===== config.mk =====
export PLATFORM = sky130hd
export DESIGN_NAME = servo_pulse_decoder
export DESIGN_NICKNAME = d
export VERILOG_FILES = /design/src/rtl/servo_timing_pkg.sv /design/src/rtl/sync_edge_detect.sv /design/src/rtl/servo_pulse_decoder.sv
export SDC_FILE = /design/constraint.sdc
export NUM_CORES = 1
export LEC_CHECK = 0
export BUFFER_PORTS_ARGS = -buffer_cell sky130_fd_sc_hd__buf_2
export CORE_MARGIN = 2
export CORE_UTILIZATION = 56
export CTS_BUF_LIST = sky130_fd_sc_hd__clkbuf_2
export DETAILED_ROUTE_END_ITERATION = 10
export PLACE_DENSITY = 0.82
export SLEW_MARGIN = 20
export SYNTH_ARGS = -nofsm -noshare
export SYNTH_HDL_FRONTEND = slang
export SYNTH_SLANG_ARGS = --single-unit

===== constraint.sdc =====
create_clock -name clk -period 2.3 [get_ports clk]
set_input_delay 0.46 -clock clk [delete_from_list [all_inputs] [get_ports clk]]
set_output_delay 0.46 -clock clk [all_outputs]
set_load 0.02 [all_outputs]

===== src/rtl/servo_timing_pkg.sv =====
// Timing constants shared by the servo PWM generator and the servo pulse decoder.
// All values are in system-clock cycles.
package servo_timing_pkg;

  localparam int FRAME_CYC  = 240000;
  localparam int POS_OPEN   = 27000;
  localparam int POS_CLOSED = 77000;
  localparam int CNT_W      = 18;

  // Pin-to-strobe latency of sync_edge_detect; edges are only trusted after this many cycles.
  localparam int SYNC_LAT   = 3;

endpackage


===== src/rtl/sync_edge_detect.sv =====
// Two-flop synchronizer for an asynchronous pin, with registered rise/fall strobes.
// level_o is delayed so that it lines up with the strobes.
module sync_edge_detect (
  input  logic clk,
  input  logic rst_n,
  input  logic async_i,
  output logic level_o,
  output logic rise_o,
  output logic fall_o
);

  logic meta_q, sync_q, prev_q, rise_q, fall_q;

  always_ff @(posedge clk or negedge rst_n) begin
    if (!rst_n) begin
      meta_q <= 1'b0;
      sync_q <= 1'b0;
      prev_q <= 1'b0;
      rise_q <= 1'b0;
      fall_q <= 1'b0;
    end else begin
      meta_q <= async_i;
      sync_q <= meta_q;
      prev_q <= sync_q;
      rise_q <= sync_q & ~prev_q;
      fall_q <= ~sync_q & prev_q;
    end
  end

  assign level_o = prev_q;
  assign rise_o  = rise_q;
  assign fall_o  = fall_q;

endmodule


===== src/rtl/servo_pulse_decoder.sv =====
// Measures high time and period of a servo pulse train, qualifies the width,
// decodes the door-lock state and flags out-of-range pulses and loss of signal.
module servo_pulse_decoder #(
  parameter int CNT_W     = servo_timing_pkg::CNT_W,
  parameter int MIN_WIDTH = 20000,
  parameter int MAX_WIDTH = 90000,
  parameter int THRESH    = 52000,
  parameter int TIMEOUT   = 250000
) (
  input  logic             clk,
  input  logic             rst_n,
  input  logic             pwm_in,
  output logic [CNT_W-1:0] pulse_width,
  output logic [CNT_W-1:0] period,
  output logic             valid,
  output logic             door_open,
  output logic             err_range,
  output logic             err_timeout,
  output logic             signal_lost
);

  import servo_timing_pkg::*;

  typedef enum logic [1:0] {
    S_ARM       = 2'd0,
    S_WAIT_RISE = 2'd1,
    S_HIGH      = 2'd2,
    S_LOW       = 2'd3
  } state_e;

  localparam logic [CNT_W-1:0] ONE   = CNT_W'(1);
  localparam logic [CNT_W-1:0] MIN_C = CNT_W'(MIN_WIDTH);
  localparam logic [CNT_W-1:0] MAX_C = CNT_W'(MAX_WIDTH);
  localparam logic [CNT_W-1:0] THR_C = CNT_W'(THRESH);
  localparam logic [CNT_W-1:0] TO_C  = CNT_W'(TIMEOUT);
  localparam logic [CNT_W-1:0] PRIME = CNT_W'(SYNC_LAT);

  function automatic logic [CNT_W-1:0] sat_inc(input logic [CNT_W-1:0] v);
    return (&v) ? v : v + ONE;
  endfunction

  logic level, rise, fall;

  sync_edge_detect u_sync (
    .clk    (clk),
    .rst_n  (rst_n),
    .async_i(pwm_in),
    .level_o(level),
    .rise_o (rise),
    .fall_o (fall)
  );

  state_e           state_q, state_d;
  logic [CNT_W-1:0] width_cnt_q, width_cnt_d;
  logic [CNT_W-1:0] period_cnt_q, period_cnt_d;
  logic [CNT_W-1:0] idle_cnt_q, idle_cnt_d;
  logic [CNT_W-1:0] pulse_width_q, pulse_width_d;
  logic [CNT_W-1:0] period_q, period_d;
  logic             door_open_q, door_open_d;
  logic             valid_q, valid_d;
  logic             err_range_q, err_range_d;
  logic             err_timeout_q, err_timeout_d;
  logic             signal_lost_q, signal_lost_d;

  always_ff @(posedge clk or negedge rst_n) begin
    if (!rst_n) begin
      state_q       <= S_ARM;
      width_cnt_q   <= '0;
      period_cnt_q  <= '0;
      idle_cnt_q    <= '0;
      pulse_width_q <= '0;
      period_q      <= '0;
      door_open_q   <= 1'b0;
      valid_q       <= 1'b0;
      err_range_q   <= 1'b0;
      err_timeout_q <= 1'b0;
      signal_lost_q <= 1'b0;
    end else begin
      state_q       <= state_d;
      width_cnt_q   <= width_cnt_d;
      period_cnt_q  <= period_cnt_d;
      idle_cnt_q    <= idle_cnt_d;
      pulse_width_q <= pulse_width_d;
      period_q      <= period_d;
      door_open_q   <= door_open_d;
      valid_q       <= valid_d;
      err_range_q   <= err_range_d;
      err_timeout_q <= err_timeout_d;
      signal_lost_q <= signal_lost_d;
    end
  end

  always_comb begin
    state_d       = state_q;
    width_cnt_d   = width_cnt_q;
    period_cnt_d  = period_cnt_q;
    idle_cnt_d    = idle_cnt_q;
    pulse_width_d = pulse_width_q;
    period_d      = period_q;
    door_open_d   = door_open_q;
    valid_d       = 1'b0;
    err_range_d   = 1'b0;
    err_timeout_d = 1'b0;
    signal_lost_d = signal_lost_q;

    unique case (state_q)
      S_ARM: begin
        // The sync flops read 0 right after reset; only trust "low" once they hold real pin data.
        if (!level && (idle_cnt_q >= PRIME)) begin
          state_d    = S_WAIT_RISE;
          idle_cnt_d = ONE;
        end else if (idle_cnt_q == TO_C) begin
          err_timeout_d = 1'b1;
          signal_lost_d = 1'b1;
          idle_cnt_d    = ONE;
        end else begin
          idle_cnt_d = sat_inc(idle_cnt_q);
        end
      end

      S_WAIT_RISE: begin
        if (rise) begin
          state_d      = S_HIGH;
          width_cnt_d  = ONE;
          period_cnt_d = ONE;
        end else if (idle_cnt_q == TO_C) begin
          err_timeout_d = 1'b1;
          signal_lost_d = 1'b1;
          idle_cnt_d    = ONE;
        end else begin
          idle_cnt_d = sat_inc(idle_cnt_q);
        end
      end

      S_HIGH: begin
        // The fall cycle still belongs to the period but not to the width.
        if (fall) begin
          state_d      = S_LOW;
          period_cnt_d = sat_inc(period_cnt_q);
          if ((width_cnt_q >= MIN_C) && (width_cnt_q <= MAX_C)) begin
            pulse_width_d = width_cnt_q;
            door_open_d   = (width_cnt_q < THR_C);
            valid_d       = 1'b1;
            signal_lost_d = 1'b0;
          end else begin
            err_range_d = 1'b1;
          end
        end else if (width_cnt_q == TO_C) begin
          err_timeout_d = 1'b1;
          signal_lost_d = 1'b1;
          state_d       = S_ARM;
          idle_cnt_d    = ONE;
        end else begin
          width_cnt_d  = sat_inc(width_cnt_q);
          period_cnt_d = sat_inc(period_cnt_q);
        end
      end

      S_LOW: begin
        if (rise) begin
          period_d     = period_cnt_q;
          width_cnt_d  = ONE;
          period_cnt_d = ONE;
          state_d      = S_HIGH;
        end else if (period_cnt_q == TO_C) begin
          err_timeout_d = 1'b1;
          signal_lost_d = 1'b1;
          state_d       = S_WAIT_RISE;
          idle_cnt_d    = ONE;
        end else begin
          period_cnt_d = sat_inc(period_cnt_q);
        end
      end

      default: state_d = S_ARM;
    endcase
  end

  assign pulse_width = pulse_width_q;
  assign period      = period_q;
  assign valid       = valid_q;
  assign door_open   = door_open_q;
  assign err_range   = err_range_q;
  assign err_timeout = err_timeout_q;
  assign signal_lost = signal_lost_q;

endmodule


==> run metrics, run 1 <==
status finished, final reports clean; ANT nets after route 0; R2R setup slack roughly 0.10 ns; NumNets Final around 620; P_sw about 1700 uW; RSZ-0062 raised after global routing true; Netlist cell types 58; CTS tree yes; post-DP HPWL 8820 um; Initial Util 57.3%; internal power roughly 2800 uW; clk slew on worst S/H paths ~0.27 ns; row cnt 35; width of the chip a little over 100 um; post-layout util between 60% and 70%; Worst Hold Class input pin to asynchronous set/reset pin; Routed WL about 12000 um; GRT Overall Usage between 20% and 30%; Post-Layout Cell Count approximately 720; number of antenna violations at the first check in global routing 0; WS Path Type flop to flop; Leak around 0.0029 uW; drt pass-1 iters 5; global-route wire length before repair 20200 um; max cap viols 0; DR vias between 4000 and 5000; clock latency on the worst-skew pair roughly 0.55 ns; area post-placement a little under 6000 sq um; global route overflow 0; Ports between 40 and 50; YS warnings 0; VDD IR max ~520 uV; max incr delay on CP 0.46 ns; Slew Viols, Final 0; combinational power share between 30 and 40%; root buf cell clkbuf_2; Longest Clk Path Bufs 2; die height 101 um; Finished Cell Area ~6100 sq um; IO buf count 43; power per cell area 737 nW/um^2; Worst-Margin Slew just over 0.5 ns; Layout area overhead 16.6%; Residual DRC 0; worst-path maximum fanout 21; Mapped Nets ~530; vias in the first global route ~4200; Post-synth top flop dfrtp_1; fmax 0.455 GHz; Max-Slew Margin vs Limit ~65%; Synth Cell Area approximately 5300 sq um; crit end category flop; Cell Chain, Critical Path nor4_4 > nand3b_4 > o41a_1 > buf_12 > nor4_1 > xnor2_1 > nor2_1; gp weighted congestion ~0.95; Seq/Total Area, Yosys 48.4%; clk sinks a little over 100; Hold Vio Cnt, Final 0; DRT iter0 DRCs roughly 290; Post-synth EDFFs 0; CP startpoint kind flop; final worst-path cycle share 95.5%; sequential share of power between 40% and 50%; die area 10200 sq um; share of power burned in the clock network about 15%; Worst Path Required ~2.8 ns; Switching Fraction between 30% and 40%; Avg WL per Cell roughly 17 um; CP max-delay cell dfrtp_1; skew final ~0.042 ns; Synth Register Bits slightly above 100; reg2reg path depth 7; share of layout cells above drive strength 1 a little over a quarter; n_diodes 0; Filler Cells Inserted between 700 and 800; H-tree levels 3; Tmin final about 2.2 ns; routed vias/inst ~6; Placed Cells 705; Avg Synthesized Cell Area 10.1 sq um; Synth Instances between 500 and 600; TritonCTS Buffers 9; Async SR Flop Fraction between 90% and 100%; pin count of the biggest net entering global routing 40; RR Endpoint idle_cnt_q[3]; setup violators final 0; R2R Path Start width_cnt_q[11]; WP data arrival about 2.7 ns; core area roughly 9000 sq um
==> power by group through the flow <==
stage               combinational, uW  clock, uW  sequential [uW]
floorplan                        1010          0             2150
global route                     1930        772             2110
detailed placement               1650          0             2110
finish                           1760        691             2090
CTS                              1660        700             2080
global placement                 1590          0             2100
==> worst max path at each step <==
| stage | start | endpoint | slack (ns) |
|---|---|---|---|
| 3_5_place_dp | width_cnt_q[10] | pulse_width[4] | 0.007 |
| 3_3_place_gp | width_cnt_q[10] | pulse_width[3] | 0.09 |
| 2_1_floorplan | width_cnt_q[10] | idle_cnt_q[10] | 0.11 |
| 5_1_grt | width_cnt_q[11] | period_cnt_q[5] | -0.02 |
| 6_report | width_cnt_q[11] | idle_cnt_q[3] | 0.10 |
| 4_1_cts | width_cnt_q[11] | idle_cnt_q[7] | 0.04 |
==> cell usage in the layout, fill, tap and decap left out, types with 3 or more instances in the layout <==
| cell type | Yosys | routed |
|---|---|---|
| buf_4 | 2 | 54 |
| nor3_1 | 13 | 13 |
| nor2b_1 | 7 | 7 |
| a31oi_1 | 3 | 3 |
| nor4_2 | 6 | 7 |
| a31o_2 | 3 | 3 |
| dfrtp_1 | 102 | 101 |
| nand2_1 | 40 | 40 |
| nor4_1 | 14 | 11 |
| and4_1 | 6 | 6 |
| xor2_1 | 4 | 4 |
| and3_1 | 10 | 10 |
| nand3_1 | 18 | 18 |
| inv_1 | 13 | 13 |
| nor4_4 | 2 | 4 |
| and2_1 | 4 | 4 |
| mux2_2 | 29 | 29 |
| nor2_1 | 52 | 52 |
| clkinv_1 | 0 | 3 |
| or4_1 | 4 | 3 |
| a21oi_1 | 24 | 24 |
| nand2b_1 | 6 | 5 |
| nand4_1 | 16 | 16 |
| o31ai_1 | 5 | 5 |
| mux2i_1 | 3 | 3 |
| buf_12 | 0 | 4 |
| clkbuf_2 | 0 | 9 |
| o21ai_0 | 26 | 25 |
| o211ai_1 | 3 | 3 |
| o21a_1 | 7 | 7 |
| buf_2 | 5 | 42 |
| ha_1 | 6 | 6 |
| xnor2_1 | 26 | 26 |
| a211oi_1 | 9 | 9 |
==> through the flow <==
step | total power (uW) | setup WS, ns | TNS (ns) | hold slack, ns
floorplan | 3160 | 0.105 | 0 | 0.164
global placement | 3690 | 0.0904 | 0 | 0.337
detailed placement | 3760 | 0.00654 | 0 | 0.336
CTS | 4440 | 0.0382 | 0 | 0.378
global route | 4810 | -0.0237 | -0.0689 | 0.375
finish | 4530 | 0.103 | 0 | 0.368
==> final cells by class <==
cell class	count	area, sq um	share of cell area, %
Clock buffer	9	45.0	0.733
Inverter	14	52.6	0.855
Multi-Input combinational cell	379	2610	42.5
Timing Repair Buffer	102	716	11.6
Tap cell	111	139	2.26
Clock inverter	6	30.0	0.488
Sequential cell	102	2550	41.5
==> timing repair <==
action	in CTS	in global routing
buffers inserted	0	1
hold endpoints to repair	36	0
hold buffers	2	0
gates resized for setup	1	16
setup endpoints to repair	4	30
pin swaps	0	2
==> metal layers <==
layer	vias to the layer above	global-route usage (%)	wire length, um
met2	135	41.5	6070
met1	2149	33.5	5490
met3	16	3.88	542
met4	0	7.17	169
met5	-	0	0
li1	2056	-	-
==> synth_stat cells, types with 7 or more instances <==
master | number | area, sq um
a211oi_1 | 9 | 67.6
o21a_1 | 7 | 52.6
nand3_1 | 18 | 90.1
nand4_1 | 16 | 100
nor3_1 | 13 | 65.1
o21ai_0 | 26 | 130
nor2_1 | 52 | 195
inv_1 | 13 | 48.8
clkbuf_1 | 15 | 56.3
xnor2_1 | 26 | 228
dfrtp_1 | 102 | 2550
nor4_1 | 14 | 87.6
mux2_2 | 29 | 327
and3_1 | 10 | 62.6
nand2_1 | 40 | 150
nor2b_1 | 7 | 43.8
a21oi_1 | 24 | 120
==> sequential cells by signal (all words and copies together), names as in the netlist <==
signal and flops:
pulse_width 18, signal_lost 1, err_range 1, u_sync.meta_q 1, period 18, idle_cnt_q 18, err_timeout 1, period_cnt_q 18
u_sync.rise_o 1, state_q 2, valid 1, u_sync.fall_o 1, u_sync.level_o 1, u_sync.sync_q 1, width_cnt_q 18, door_open 1
==> critical path, delay by kind of cell, from the launching register on <==
| kind | cells | cell delay (ns) |
|---|---|---|
| and+or+nand+nor | 4 | 0.88 |
| AOI/OAI and AO/OA | 1 | 0.46 |
| DFF | 1 | 0.46 |
| buffers and inverters | 1 | 0.19 |
| xor gates and xnor gates | 1 | 0.18 |
==> logic make-up (layout without fill, tap and decap cells) <==
family	after synthesis	after routing	synth area share (%)
and+or+nand+nor	212	212	22.4
xor gates and xnor gates	30	30	4.98
DFF	102	102	48.4
AOI/OAI and AO/OA	99	99	12.1
adders and majority gates	6	6	1.42
buffers and inverters	43	131	3.89
muxes	32	32	6.76
Power figures use the tool's default switching activity.
==> run 2, diff against run 1 <==
--- a/config.mk
+++ b/config.mk
@@ -6,7 +6,6 @@
 export NUM_CORES = 1
 export LEC_CHECK = 0
 export BUFFER_PORTS_ARGS = -buffer_cell sky130_fd_sc_hd__buf_2
-export CORE_MARGIN = 2
 export CORE_UTILIZATION = 56
 export CTS_BUF_LIST = sky130_fd_sc_hd__clkbuf_2
 export DETAILED_ROUTE_END_ITERATION = 10
==> run 2 against run 1 <==
  * Global-route usage rose by 1.9 points
  * Design area up 0.24%
  * Register-to-register slack worse by 0.05 ns
  * Combinational power about the same
  * Clock skew fell by 0.015 ns
  * Power rose by 3.3%
  * Sequential power barely moved
  * Critical path type unchanged
  * Critical endpoint is now idle_cnt_q[10]
==> run metrics, run 2 (synthesized netlist as in run 1, its figures left out) <==
status finished, final reports clean; final worst-path cycle share between 90% and 100%; Worst Hold Class input pin to asynchronous set/reset pin; GRT Overall Usage 26.7%; clk sinks about 100; pin count of the biggest net entering global routing 65; routed vias/inst 6.21; sequential share of power 44.8%; Worst-Margin Slew roughly 0.52 ns; gp weighted congestion 0.986; Post-Layout Cell Count 723; skew final 0.0270 ns; CP top delay family simple AND/OR/NAND/NOR gates; clock latency on the worst-skew pair 0.57 ns; NumNets Final between 600 and 700; worst-path maximum fanout 15; Critical Path Source period_cnt_q[0]; die area 9810 sq um; clk slew on worst S/H paths 0.28 ns; Sequential Area 2550 sq um; row cnt 35; Placed Cells 701; CP max-delay cell dfrtp_1; internal power between 2000 and 3000 uW; max cap viols 0; max incr delay on CP between 0.4 and 0.5 ns; ANT nets after route 0; n_diodes 0; global route overflow 0; Leak roughly 0.0029 uW; R2R setup slack ~0.057 ns; die height just under 100 um; final setup TNS 0 ns; most common cell after layout, fill and taps aside dfrtp_1; Longest Clk Path Bufs 2; core area between 9000 and 10000 sq um; P_sw about 1800 uW; vias in the first global route between 4000 and 5000; power per cell area roughly 760 nW/um^2; most frequent cells in the layout dfrtp_1, nor2_1, buf_4; Filler Cells Inserted between 700 and 800; post-DP HPWL roughly 8600 um; WP data arrival roughly 2.7 ns; drt pass-1 iters 5; global-route wire length before repair ~21000 um; TritonCTS Buffers 9; setup violators final 0; combinational power share roughly 37%; WP buf/inv 3; Stages on worst setup path 9; WS Path Type flop to flop; area of the multi-input gates ~2600 sq um; Worst Path Required approximately 2.8 ns; Layout area overhead 16.8%; Tmin final ~2.2 ns; R2R Path Start period_cnt_q[0]; crit end category flop; share of power burned in the clock network 18.0%; Cell Chain, Critical Path inv_1 > ha_1 > nand4_1 > o31a_1 > buf_12 > nor2_8 > and2_0 > buf_6 > nor2_1; Avg WL per Cell between 15 and 20 um; CP startpoint kind flop; Initial Util a little under three fifths; Hold Vio Cnt, Final 0; Residual DRC 0; width of the chip about 99 um; IO buf count 43; Slew Viols, Final 0; CTS tree yes; Routed WL ~12000 um; reg2reg path depth 9; Total Power 4680 uW; DRT iter0 DRCs between 200 and 300; number of antenna violations at the first check in global routing 0; Switching Fraction a little under two fifths; VDD IR max between 400 and 500 uV; DR vias between 4000 and 5000; share of layout cells above drive strength 1 between 20% and 30%; fmax between 0.4 and 0.5 GHz; Max-Slew Margin vs Limit about 65%; Ports 44; H-tree levels 3; root buf cell clkbuf_2
-- run 2: cell count changes in the layout (fill, tap and decap cells not counted), sizes merged --
cell	previous run	this run
buf	100	98
inv	14	16
clkbuf	9	10
bufinv	0	1
or2	1	2
clkinv	6	3
-- run 2: cell type report --
cell class	count	area share, %
Tap cell	111	2.25
Inverter	14	0.853
Timing Repair Buffer	100	11.2
Sequential cell	102	41.5
Clock inverter	6	0.975
Multi-Input combinational cell	380	42.4
Clock buffer	10	0.812
-- run 2: routing by layer --
| layer | GRT usage (%) | vias up | share of wire (%) |
|---|---|---|---|
| met5 | 0 | - | 0 |
| met4 | 9.30 | 0 | 1.6 |
| met3 | 4.33 | 17 | 5.4 |
| met2 | 43.8 | 175 | 50 |
| met1 | 36.2 | 2229 | 43 |
| li1 | - | 2068 | - |
-- run 2: power groups by stage --
stage                     logic, uW  clock network [uW]  registers [uW]
after global routing           1920                 926            2120
after detailed placement       1650                   0            2120
final                          1740                 841            2100
after floorplan                1010                   0            2150
after global placement         1580                   0            2110
after CTS                      1680                 860            2090
-- run 2: path summary, 6_finish.rpt --
check / to
min in group clk: u_sync.sync_q
setup reg to reg: idle_cnt_q[10]
hold / removal: period[8]
max in group asynchronous: idle_cnt_q[10]
setup / recovery: idle_cnt_q[10]
hold reg to reg: u_sync.sync_q
-- run 2: per-stage QoR --
step	area [sq um]	hold WS [ns]	worst slack (ns)	util (%)
floorplan	5270	0.164	0.105	-
global placement	5910	0.323	0.0468	64.2
detailed placement	5910	0.327	0.00325	64.2
CTS	6060	0.217	0.0136	65.9
global route	6160	0.216	-0.0181	67.0
finish	6160	0.223	0.0572	67.0
-- run 2: timing repair --
| item | CTS | global route |
|---|---|---|
| setup buffers | 1 | 2 |
| hold buffers | 2 | 0 |
| pin swaps | 1 | 2 |
| endpoints found under the hold margin | 17 | 0 |
| gates cloned | 0 | 1 |
| resized for setup | 3 | 19 |
| endpoints found under the setup margin | 20 | 38 |
-- run 2: worst reg2reg max path, cell delays in order, from the launching register on --
cell	delay, ns
dfrtp_1	0.49
inv_1	0.14
ha_1	0.18
nand4_1	0.17
o31a_1	0.40
buf_12	0.19
nor2_8	0.14
and2_0	0.19
buf_6	0.18
nor2_1	0.08
==> run 3, diff against run 2 <==
--- a/config.mk
+++ b/config.mk
@@ -10,7 +10,8 @@
 export CTS_BUF_LIST = sky130_fd_sc_hd__clkbuf_2
 export DETAILED_ROUTE_END_ITERATION = 10
 export PLACE_DENSITY = 0.82
-export SLEW_MARGIN = 20
+export REMOVE_ABC_BUFFERS = 1
+export SLEW_MARGIN = 10
 export SYNTH_ARGS = -nofsm -noshare
 export SYNTH_HDL_FRONTEND = slang
 export SYNTH_SLANG_ARGS = --single-unit
==> run 3 against run 2 <==
  * Clock skew grew 0.0081 ns
  * Worst setup slack better by 0.014 ns
  * Final cell count fell by 1.2%
  * Largest cell class unchanged
==> run metrics, run 3 (synthesized netlist as in run 1, its figures left out) <==
Max-Slew Margin vs Limit ~60%; max cap viols 0; fmax ~0.45 GHz; Longest Clk Path Bufs 2; DR vias around 4400; IO buf count 43; n_diodes 0; die height ~100 um; CP startpoint kind flop; Worst Hold Class input pin to asynchronous set/reset pin; post-layout util around two thirds; Filler Cells Inserted 690; share of layout cells above drive strength 1 approximately a quarter; status finished, final reports clean; Leak roughly 0.0028 uW; pin count of the biggest net entering global routing between 40 and 50; NumNets Final around 610; number of antenna violations at the first check in global routing 0; WS Path Type flop to flop; Hold Vio Cnt, Final 0; Residual DRC 0; vias in the first global route 4166; Worst-Margin Slew roughly 0.58 ns; H-tree levels 3; Routed WL between 10000 and 15000 um; Slew Viols, Final 0; root buf cell clkbuf_2; Avg WL per Cell around 17 um; routed vias/inst around 6.2; Layout area overhead 14.9%; crit end category flop; TritonCTS Buffers 9; post-DP HPWL between 8000 and 9000 um; most frequent cells in the layout dfrtp_1, nor2_1, buf_4; power per cell area about 760 nW/um^2; final worst-path cycle share 96.9%; gp weighted congestion roughly 0.93; Tmin final 2.23 ns; worst-path maximum fanout 21; row cnt 35; core area a little over 9000 sq um; Initial Util between 50 and 60%; clk slew on worst S/H paths between 0.2 and 0.3 ns; clock latency on the worst-skew pair about 0.6 ns; Fin Hold WS 0.355 ns; width of the chip ~100 um; global-route wire length before repair 19800 um; ANT nets after route 0; CTS tree yes; global route overflow 0; die area 9810 sq um; Ports 44; DRT iter0 DRCs approximately 290; VDD IR max 443 uV; most common cell after layout, fill and taps aside dfrtp_1; Worst Path Required about 2.8 ns; setup violators final 0; GRT Overall Usage between 20% and 30%; clk sinks approximately 100; skew final between 0.03 and 0.04 ns; drt pass-1 iters 5; WP data arrival roughly 2.8 ns
-- run 3: cell types whose count changed in the layout (fill, tap and decap cells not counted), sizes merged --
cell,change
inv,-2
buf,-9
clkinvlp,+2
-- run 3: power breakdown --
part / switching, uW / internal [uW] / total, uW / leakage (uW)
registers: 135 / 1950 / 2080 / 0.00138
clock network: 577 / 250 / 827 / 0.0000656
logic: 1010 / 690 / 1700 / 0.00136
total: 1730 / 2890 / 4620 / 0.00281
-- run 3: worst paths after layout --
path	start	end	slack, ns	cells past startpoint
setup / recovery	width_cnt_q[4]	period_cnt_q[5]	0.07	8
hold / removal	rst_n	pulse_width[9]	0.35	2
setup reg to reg	width_cnt_q[4]	period_cnt_q[5]	0.07	8
hold reg to reg	u_sync.meta_q	u_sync.sync_q	0.40	0
max in group asynchronous	rst_n	idle_cnt_q[14]	1.30	3
min in group clk	u_sync.meta_q	u_sync.sync_q	0.40	0
-- run 3: cell type report --
class | count | area [sq um] | area share [%]
Clock buffer | 10 | 50.0 | 0.826
Tap cell | 111 | 139 | 2.29
Timing Repair Buffer | 91 | 633 | 10.5
Inverter | 14 | 52.6 | 0.867
Sequential cell | 102 | 2550 | 42.2
Clock inverter | 6 | 62.6 | 1.03
Multi-Input combinational cell | 380 | 2570 | 42.4
-- run 3: critical path, cell delays in order (launching register included) --
cell,delay [ns]
dfrtp_1,0.51
nor3b_1,0.21
nand4_1,0.15
o41a_1,0.47
buf_12,0.18
nor2_8,0.13
inv_2,0.12
a311oi_2,0.26
a31o_2,0.14
-- run 3: stage by stage --
step                setup slack [ns]  TNS [ns]  total power, uW  std cells  area, sq um
finish                        0.0710         0             4620        714         6060
global route                -0.00510  -0.00527             4890        714         6060
CTS                           0.0443         0             4590        711         5990
detailed placement           0.00505         0             3760        693         5860
global placement               0.125         0             3680        693         5860
floorplan                     -0.193     -3.53             3060        495         5120
-- run 3: per-layer routing --
| metal | global-route usage (%) | part of all wire (%) | vias up |
|---|---|---|---|
| met1 | 33.4 | 42 | 2172 |
| met5 | 0 | 0 | - |
| met3 | 4.40 | 6.5 | 29 |
| met4 | 10.9 | 2.4 | 0 |
| met2 | 42.4 | 49 | 197 |
| li1 | - | - | 2045 |
-- run 3: repair_timing --
item	4_1_cts	5_1_grt
setup buffers	0	2
gates cloned	0	1
pin swaps	0	5
hold endpoints to repair	41	0
setup endpoints to repair	7	42
gates resized for setup	1	11
hold buffers	2	0
